$ cat config.mk
export PLATFORM = sky130hd
export DESIGN_NAME = cache_ctrl
export DESIGN_NICKNAME = d
export VERILOG_FILES = /design/src/rtl/cache_ctrl_pkg.sv /design/src/rtl/mem_timeout_cnt.sv /design/src/rtl/cache_ctrl.sv
export SDC_FILE = /design/constraint.sdc
export NUM_CORES = 1
export LEC_CHECK = 0
export BUFFER_PORTS_ARGS = -buffer_cell sky130_fd_sc_hd__buf_2
export CAP_MARGIN = 30
export CELL_PAD_IN_SITES_DETAIL_PLACEMENT = 1
export CELL_PAD_IN_SITES_GLOBAL_PLACEMENT = 2
export CORE_MARGIN = 2
export CORE_UTILIZATION = 23
export CTS_CLUSTER_DIAMETER = 30
export CTS_CLUSTER_SIZE = 25
export DETAILED_ROUTE_END_ITERATION = 8
export GPL_TIMING_DRIVEN = 0
export PLACE_DENSITY = 0.85
export SLEW_MARGIN = 25
export SYNTH_ARGS = -nofsm -noshare
export SYNTH_HDL_FRONTEND = slang
export SYNTH_SLANG_ARGS = --single-unit
$ cat constraint.sdc
create_clock -name CLK -period 1.9 [get_ports CLK]
set_clock_uncertainty 0.05 [all_clocks]
set_input_delay 0.475 -clock CLK [delete_from_list [all_inputs] [get_ports CLK]]
set_output_delay 0.475 -clock CLK [all_outputs]
set_load 0.01 [all_outputs]
$ cat src/rtl/cache_ctrl_pkg.sv
// Shared types and defaults for the data-cache sequencing controller.
package cache_ctrl_pkg;

  localparam int unsigned DEF_ADDR_WIDTH     = 10;
  localparam int unsigned DEF_DATA_WIDTH     = 32;
  localparam int unsigned DEF_OFFSET         = 2;
  localparam int unsigned DEF_TIMEOUT_CYCLES = 255;
  localparam int unsigned DEF_CNT_WIDTH      = 32;
  localparam int unsigned DEF_TO_CNT_WIDTH   = $clog2(DEF_TIMEOUT_CYCLES + 1);

  typedef enum logic [1:0] {
    IDLE  = 2'd0,
    FETCH = 2'd1,
    FILL  = 2'd2,
    WRITE = 2'd3
  } state_e;

  // Width needed to hold the values 0..timeout inclusive.
  function automatic int unsigned to_cnt_width(input int unsigned timeout);
    return (timeout < 1) ? 1 : $clog2(timeout + 1);
  endfunction

endpackage

$ cat src/rtl/mem_timeout_cnt.sv
// Saturating wait counter for an outstanding memory transaction.
module mem_timeout_cnt
  import cache_ctrl_pkg::*;
#(
  parameter int unsigned TIMEOUT_CYCLES = DEF_TIMEOUT_CYCLES,
  parameter int unsigned CNT_W          = to_cnt_width(TIMEOUT_CYCLES)
) (
  input  logic clk,
  input  logic rst,
  input  logic clr_i,
  input  logic en_i,
  output logic expired_o
);

  localparam logic [CNT_W-1:0] LIMIT = CNT_W'(TIMEOUT_CYCLES);

  logic [CNT_W-1:0] cnt_q, cnt_d;

  // Clear while no transaction is waiting; count waiting cycles up to the limit.
  always_comb begin
    cnt_d = cnt_q;
    if (clr_i) begin
      cnt_d = '0;
    end else if (en_i && (cnt_q != LIMIT)) begin
      cnt_d = cnt_q + CNT_W'(1);
    end
  end

  // Counter register.
  always_ff @(posedge clk or posedge rst) begin
    if (rst) begin
      cnt_q <= '0;
    end else begin
      cnt_q <= cnt_d;
    end
  end

  assign expired_o = (cnt_q == LIMIT);

endmodule

$ cat src/rtl/cache_ctrl.sv
// Sequencing controller for a direct-mapped, 4-word-block, write-through,
// no-write-allocate data cache. Optional hit/miss statistics are built when
// the macro CACHE_STATS_EN is defined; otherwise hit_cnt/miss_cnt read 0.
module cache_ctrl
  import cache_ctrl_pkg::*;
#(
  parameter int unsigned ADDR_WIDTH     = DEF_ADDR_WIDTH,
  parameter int unsigned DATA_WIDTH     = DEF_DATA_WIDTH,
  parameter int unsigned OFFSET         = DEF_OFFSET,
  parameter int unsigned TIMEOUT_CYCLES = DEF_TIMEOUT_CYCLES,
  parameter int unsigned CNT_WIDTH      = DEF_CNT_WIDTH
) (
  input  logic                  CLK,
  input  logic                  rst,
  input  logic                  cpu_rd,
  input  logic                  cpu_wr,
  input  logic [ADDR_WIDTH-1:0] cpu_addr,
  input  logic [DATA_WIDTH-1:0] cpu_wdata,
  output logic                  stall,
  input  logic                  cache_miss,
  output logic                  cache_rd,
  output logic                  cache_wr,
  output logic                  cache_block_wr,
  output logic                  mem_rd_req,
  output logic                  mem_wr_req,
  output logic [ADDR_WIDTH-1:0] mem_addr,
  output logic [DATA_WIDTH-1:0] mem_wdata,
  input  logic                  mem_ready,
  output logic                  mem_err,
  output logic [CNT_WIDTH-1:0]  hit_cnt,
  output logic [CNT_WIDTH-1:0]  miss_cnt
);

  state_e                state_q, state_d;
  logic [ADDR_WIDTH-1:0] addr_q, addr_d;
  logic [DATA_WIDTH-1:0] wdata_q, wdata_d;
  logic                  waiting;
  logic                  to_expired;
  logic                  timed_out;
  logic                  wr_done;

  assign waiting   = (state_q == FETCH) || (state_q == WRITE);
  assign timed_out = waiting && to_expired;
  // A write completes on mem_ready unless the timeout already fired.
  assign wr_done   = (state_q == WRITE) && !to_expired && mem_ready;

  mem_timeout_cnt #(
    .TIMEOUT_CYCLES(TIMEOUT_CYCLES)
  ) u_timeout (
    .clk      (CLK),
    .rst      (rst),
    .clr_i    (!waiting),
    .en_i     (waiting && !mem_ready),
    .expired_o(to_expired)
  );

  // State register.
  always_ff @(posedge CLK or posedge rst) begin
    if (rst) begin
      state_q <= IDLE;
    end else begin
      state_q <= state_d;
    end
  end

  // Next-state logic; a store takes priority over a concurrent load.
  always_comb begin
    state_d = state_q;
    case (state_q)
      IDLE: begin
        if (cpu_wr) begin
          state_d = WRITE;
        end else if (cpu_rd && cache_miss) begin
          state_d = FETCH;
        end
      end
      FETCH: begin
        if (timed_out) begin
          state_d = IDLE;
        end else if (mem_ready) begin
          state_d = FILL;
        end
      end
      FILL:    state_d = IDLE;
      WRITE: begin
        if (timed_out || mem_ready) begin
          state_d = IDLE;
        end
      end
      default: state_d = IDLE;
    endcase
  end

  // Output decode; everything is forced low while reset is asserted.
  always_comb begin
    stall          = 1'b0;
    cache_rd       = 1'b0;
    cache_wr       = 1'b0;
    cache_block_wr = 1'b0;
    mem_rd_req     = 1'b0;
    mem_wr_req     = 1'b0;
    mem_err        = 1'b0;
    if (!rst) begin
      case (state_q)
        IDLE: begin
          stall    = cpu_wr | (cpu_rd & cache_miss);
          cache_rd = cpu_rd | cpu_wr;
        end
        FETCH: begin
          stall      = 1'b1;
          mem_rd_req = !to_expired;
          mem_err    = to_expired;
        end
        FILL: begin
          stall          = 1'b1;
          cache_block_wr = 1'b1;
        end
        WRITE: begin
          cache_rd   = cpu_rd | cpu_wr;
          mem_wr_req = !to_expired;
          mem_err    = to_expired;
          stall      = !wr_done;
          cache_wr   = wr_done && !cache_miss;
        end
        default: begin
          stall = 1'b0;
        end
      endcase
    end
  end

  // Capture the memory address/data when leaving IDLE; reads are block aligned.
  always_comb begin
    addr_d  = addr_q;
    wdata_d = wdata_q;
    if (state_q == IDLE) begin
      if (cpu_wr) begin
        addr_d  = cpu_addr;
        wdata_d = cpu_wdata;
      end else if (cpu_rd && cache_miss) begin
        addr_d = {cpu_addr[ADDR_WIDTH-1:OFFSET], {OFFSET{1'b0}}};
      end
    end
  end

  // Memory address/data registers.
  always_ff @(posedge CLK or posedge rst) begin
    if (rst) begin
      addr_q  <= '0;
      wdata_q <= '0;
    end else begin
      addr_q  <= addr_d;
      wdata_q <= wdata_d;
    end
  end

  assign mem_addr  = addr_q;
  assign mem_wdata = wdata_q;

`ifdef CACHE_STATS_EN
  logic                 refill_q;
  logic [CNT_WIDTH-1:0] hit_q, hit_d, miss_q, miss_d;
  logic                 hit_ev, miss_ev;

  // Classify request completions; the probe right after a fill is not a new hit.
  always_comb begin
    hit_ev  = 1'b0;
    miss_ev = 1'b0;
    if (state_q == IDLE) begin
      hit_ev  = cpu_rd && !cpu_wr && !cache_miss && !refill_q;
      miss_ev = cpu_rd && !cpu_wr && cache_miss;
    end else if (wr_done) begin
      hit_ev  = !cache_miss;
      miss_ev = cache_miss;
    end
  end

  // Saturating increments.
  always_comb begin
    hit_d  = hit_q;
    miss_d = miss_q;
    if (hit_ev && (hit_q != {CNT_WIDTH{1'b1}})) begin
      hit_d = hit_q + CNT_WIDTH'(1);
    end
    if (miss_ev && (miss_q != {CNT_WIDTH{1'b1}})) begin
      miss_d = miss_q + CNT_WIDTH'(1);
    end
  end

  // Statistics registers.
  always_ff @(posedge CLK or posedge rst) begin
    if (rst) begin
      hit_q    <= '0;
      miss_q   <= '0;
      refill_q <= 1'b0;
    end else begin
      hit_q    <= hit_d;
      miss_q   <= miss_d;
      refill_q <= (state_q == FILL);
    end
  end

  assign hit_cnt  = hit_q;
  assign miss_cnt = miss_q;
`else
  assign hit_cnt  = '0;
  assign miss_cnt = '0;
`endif

endmodule

==> results.py <==
metrics = {
    "status": {
        "outcome": "complete, but fails checks",
        "violations": "setup timing",
    },
    "cts": {
        "cts_tree": "done",
        "clk_latency_ns": 0.29,
        "htree_levels": 2,
        "cts_buffers": 5,
        "cts.sinks": 52,
        "clk_pin_slew_worst_paths_ns": 0.07,
        "cts_hold_buffers": 0,
        "clk_path_buf_depth": 2,
        "cts-root-buf": "clkbuf_16",
    },
    "critical_path": {
        "r2r_start": "u_timeout.cnt_q[1]",
        "timing.rr.end": "state_q[0]",
        "critical_path.endpoint": "mem_rd_req",
        "cp-end-kind": "output port",
        "reg2reg_depth": 8,
        "r2r_setup_slack_ns": -0.06,
        "worstSetupPathType": "flop to output port",
        "start_kind": "flop",
        "worstSetupStartpoint": "u_timeout.cnt_q[1]",
        "cp.arrival_ns": 1.75,
        "crit_required_ns": 1.37,
        "critPathMaxFanout": 4,
    },
    "yosys": {
        "synth_seq_area_share_pct": 47.2,
        "synth_top_area_share_pct": 47.2,
        "yosys_warnings": 0,
        "yosys-top-cells-count": "64 x buf_4, 52 x dfrtp_1, 24 x mux2_2, 17 x mux2_1, 9 x nor2_1",
        "syn_area_per_cell_um2": 12.0,
        "synthTopCellsByArea": "dfrtp_1 47%, buf_4 17%, mux2_2 9.8%, mux2_1 6.9%, ha_1 2.7%",
        "synthDistinctLibCells": 39,
        "syn_area_um2": 2760,
        "yosysMostFrequentCell": "buf_4",
        "yosys.area.top_type": "dfrtp_1",
        "ys_ff_latch": 52,
        "synthArstFlopShare_pct": 100,
        "synthCells": 230,
        "synth_edf_count": 0,
        "synth_ff_type": "dfrtp_1",
    },
    "floorplanning": {
        "die-area_um2": 12900,
        "rows": 39,
        "die_h_um": 113,
        "die_w_um": 113,
        "core_um2": 11600,
        "initial_core_util_pct": 23.8,
        "io_pins": 161,
    },
    "placed_design": {
        "dp_hpwl_um": 5180,
        "post-place-ws_ns": -0.253,
        "globalplace.congestion": 0.710,
        "port-buffer-count": 95,
    },
    "global_routing": {
        "grt_first_pass_wirelength_um": 10600,
        "grt_max_degree": 53,
        "grt_usage_pct": 10.1,
        "grt_pass1_vias": 2221,
        "antenna_found_initial": 0,
        "overflow": 0,
    },
    "timing": {
        "layout_setup_ws_ns": -0.375,
        "setup_viol": 9,
        "period_share_pct": 120,
        "fin_tns_setup_ns": -1.85,
        "rsz0062_at_grt": "true",
        "maxSlewViolCount": 0,
        "max_slew.worst_pin.slew_ns": 0.664,
        "slew_headroom_pct": 55.8,
        "fmax_ghz": 0.440,
        "fin_crit_ns": 2.27,
        "hold_viol": 0,
    },
    "detailed_routing": {
        "drc": 0,
        "wirelength_um": 6820,
        "route.detailed.wl_per_inst_um": 12.3,
        "first_iter_violations": 49,
        "num_vias": 2166,
        "firstDrtPassIters": 4,
        "viasPerCell": 3.92,
        "drt.antenna.violating_nets": 0,
    },
    "layout": {
        "syn_to_final_growth_pct": 44.9,
        "antenna_cells": 0,
        "fin_nets": 462,
        "final_layout_size_suffix_gt1_share_pct": 55.7,
    },
    "power": {
        "peakVddDrop_v": 0.000442,
        "power.leakage_uw": 0.00209,
        "p_per_area_nw_per_um2": 1290,
    },
    "flow_run": {
        "cap_viol_max_count": 0,
    },
    "hold_path": {
        "hold_path_class": "input pin to asynchronous set/reset pin",
    },
}
-- worst min path at each step --
stage          cells after the start       endpoint     startpoint  slack [ns]
2_1_floorplan                      1    mem_addr[0]    mem_addr[0]        0.48
3_3_place_gp                       1   mem_wdata[7]   mem_wdata[7]        0.42
3_5_place_dp                       1   mem_wdata[8]   mem_wdata[8]        0.43
4_1_cts                            2    mem_addr[6]    cpu_addr[6]        0.34
5_1_grt                            2  mem_wdata[16]  cpu_wdata[16]        0.35
6_report                           2     state_q[1]            rst        0.30
-- cell usage in the layout (no fill, tap or decap), drive strengths merged, types with 2 or more instances in the layout --
master	count
nand2b	2
inv	6
ha	6
nor3	3
mux2	42
a32o	2
a21oi	5
o31ai	2
buf	177
o21ai	3
nor3b	4
nor2	9
conb	64
nand3	4
nand2	4
clkbuf	6
xnor2	2
dfrtp	52
-- stage by stage --
step	total power, µW	util [%]	hold WS, ns	area [µm²]	std cells
floorplan	3190	-	0.482	3020	293
global placement	3930	31.8	0.418	3670	531
detailed placement	4020	31.8	0.426	3670	531
CTS	5160	33.8	0.338	3910	545
global route	5530	34.5	0.354	3990	552
finish	5160	34.5	0.304	3990	552
-- sequential cells by signal (all words and copies together), names as in the netlist --
name and cells:
u_timeout.cnt_q 8, mem_addr 10, state_q 2, mem_wdata 32
-- report_power, final --
part / internal, µW / total (µW) / switching (µW)
registers: 1610 / 1850 / 242
clock network: 627 / 1040 / 416
logic: 1150 / 2270 / 1120
total: 3380 / 5160 / 1780
-- routing by layer --
metal  wire [µm]  share of wire, %  GRT usage [%]
met5           0                 0              0
met4          39              0.57           1.71
met3         491               7.2           2.39
met2        3370                49           17.9
met1        2910                43           12.8
-- worst max-delay path, cell delays in order, from the launching register on --
cell     delay, ns
dfrtp_1       0.38
ha_2          0.19
and3_4        0.18
and2_4        0.15
buf_4         0.13
buf_6         0.11
nor3b_2       0.16
buf_2         0.15
-- cells by family (layout without fill, tap and decap cells) --
family	Yosys count	after routing	share of synthesized area, %
DFF	52	52	47.2
adders and majority gates	6	6	2.72
buffers and inverters	75	191	19.4
other	1	64	0.136
xor gates and xnor gates	2	2	0.636
muxes	43	43	17.7
and+or+nand+nor	32	32	6.58
AOI/OAI and AO/OA	19	19	5.63
-- cell type report --
| class | count | area, µm² |
|---|---|---|
| Tap cell | 143 | 179 |
| Inverter | 5 | 21.3 |
| Clock buffer | 5 | 125 |
| Timing Repair Buffer | 109 | 594 |
| Sequential cell | 52 | 1300 |
| Multi-Input combinational cell | 166 | 1210 |
| Buffer | 69 | 512 |
| Clock inverter | 3 | 46.3 |
| Fill cell | 1356 | 7570 |
-- repair_timing --
action,4_1_cts,5_1_grt
pin swaps,3,5
setup endpoints to repair,25,38
buffers inserted,7,7
gates resized for setup,7,8
No activity file was read; power rests on OpenSTA's default activity.
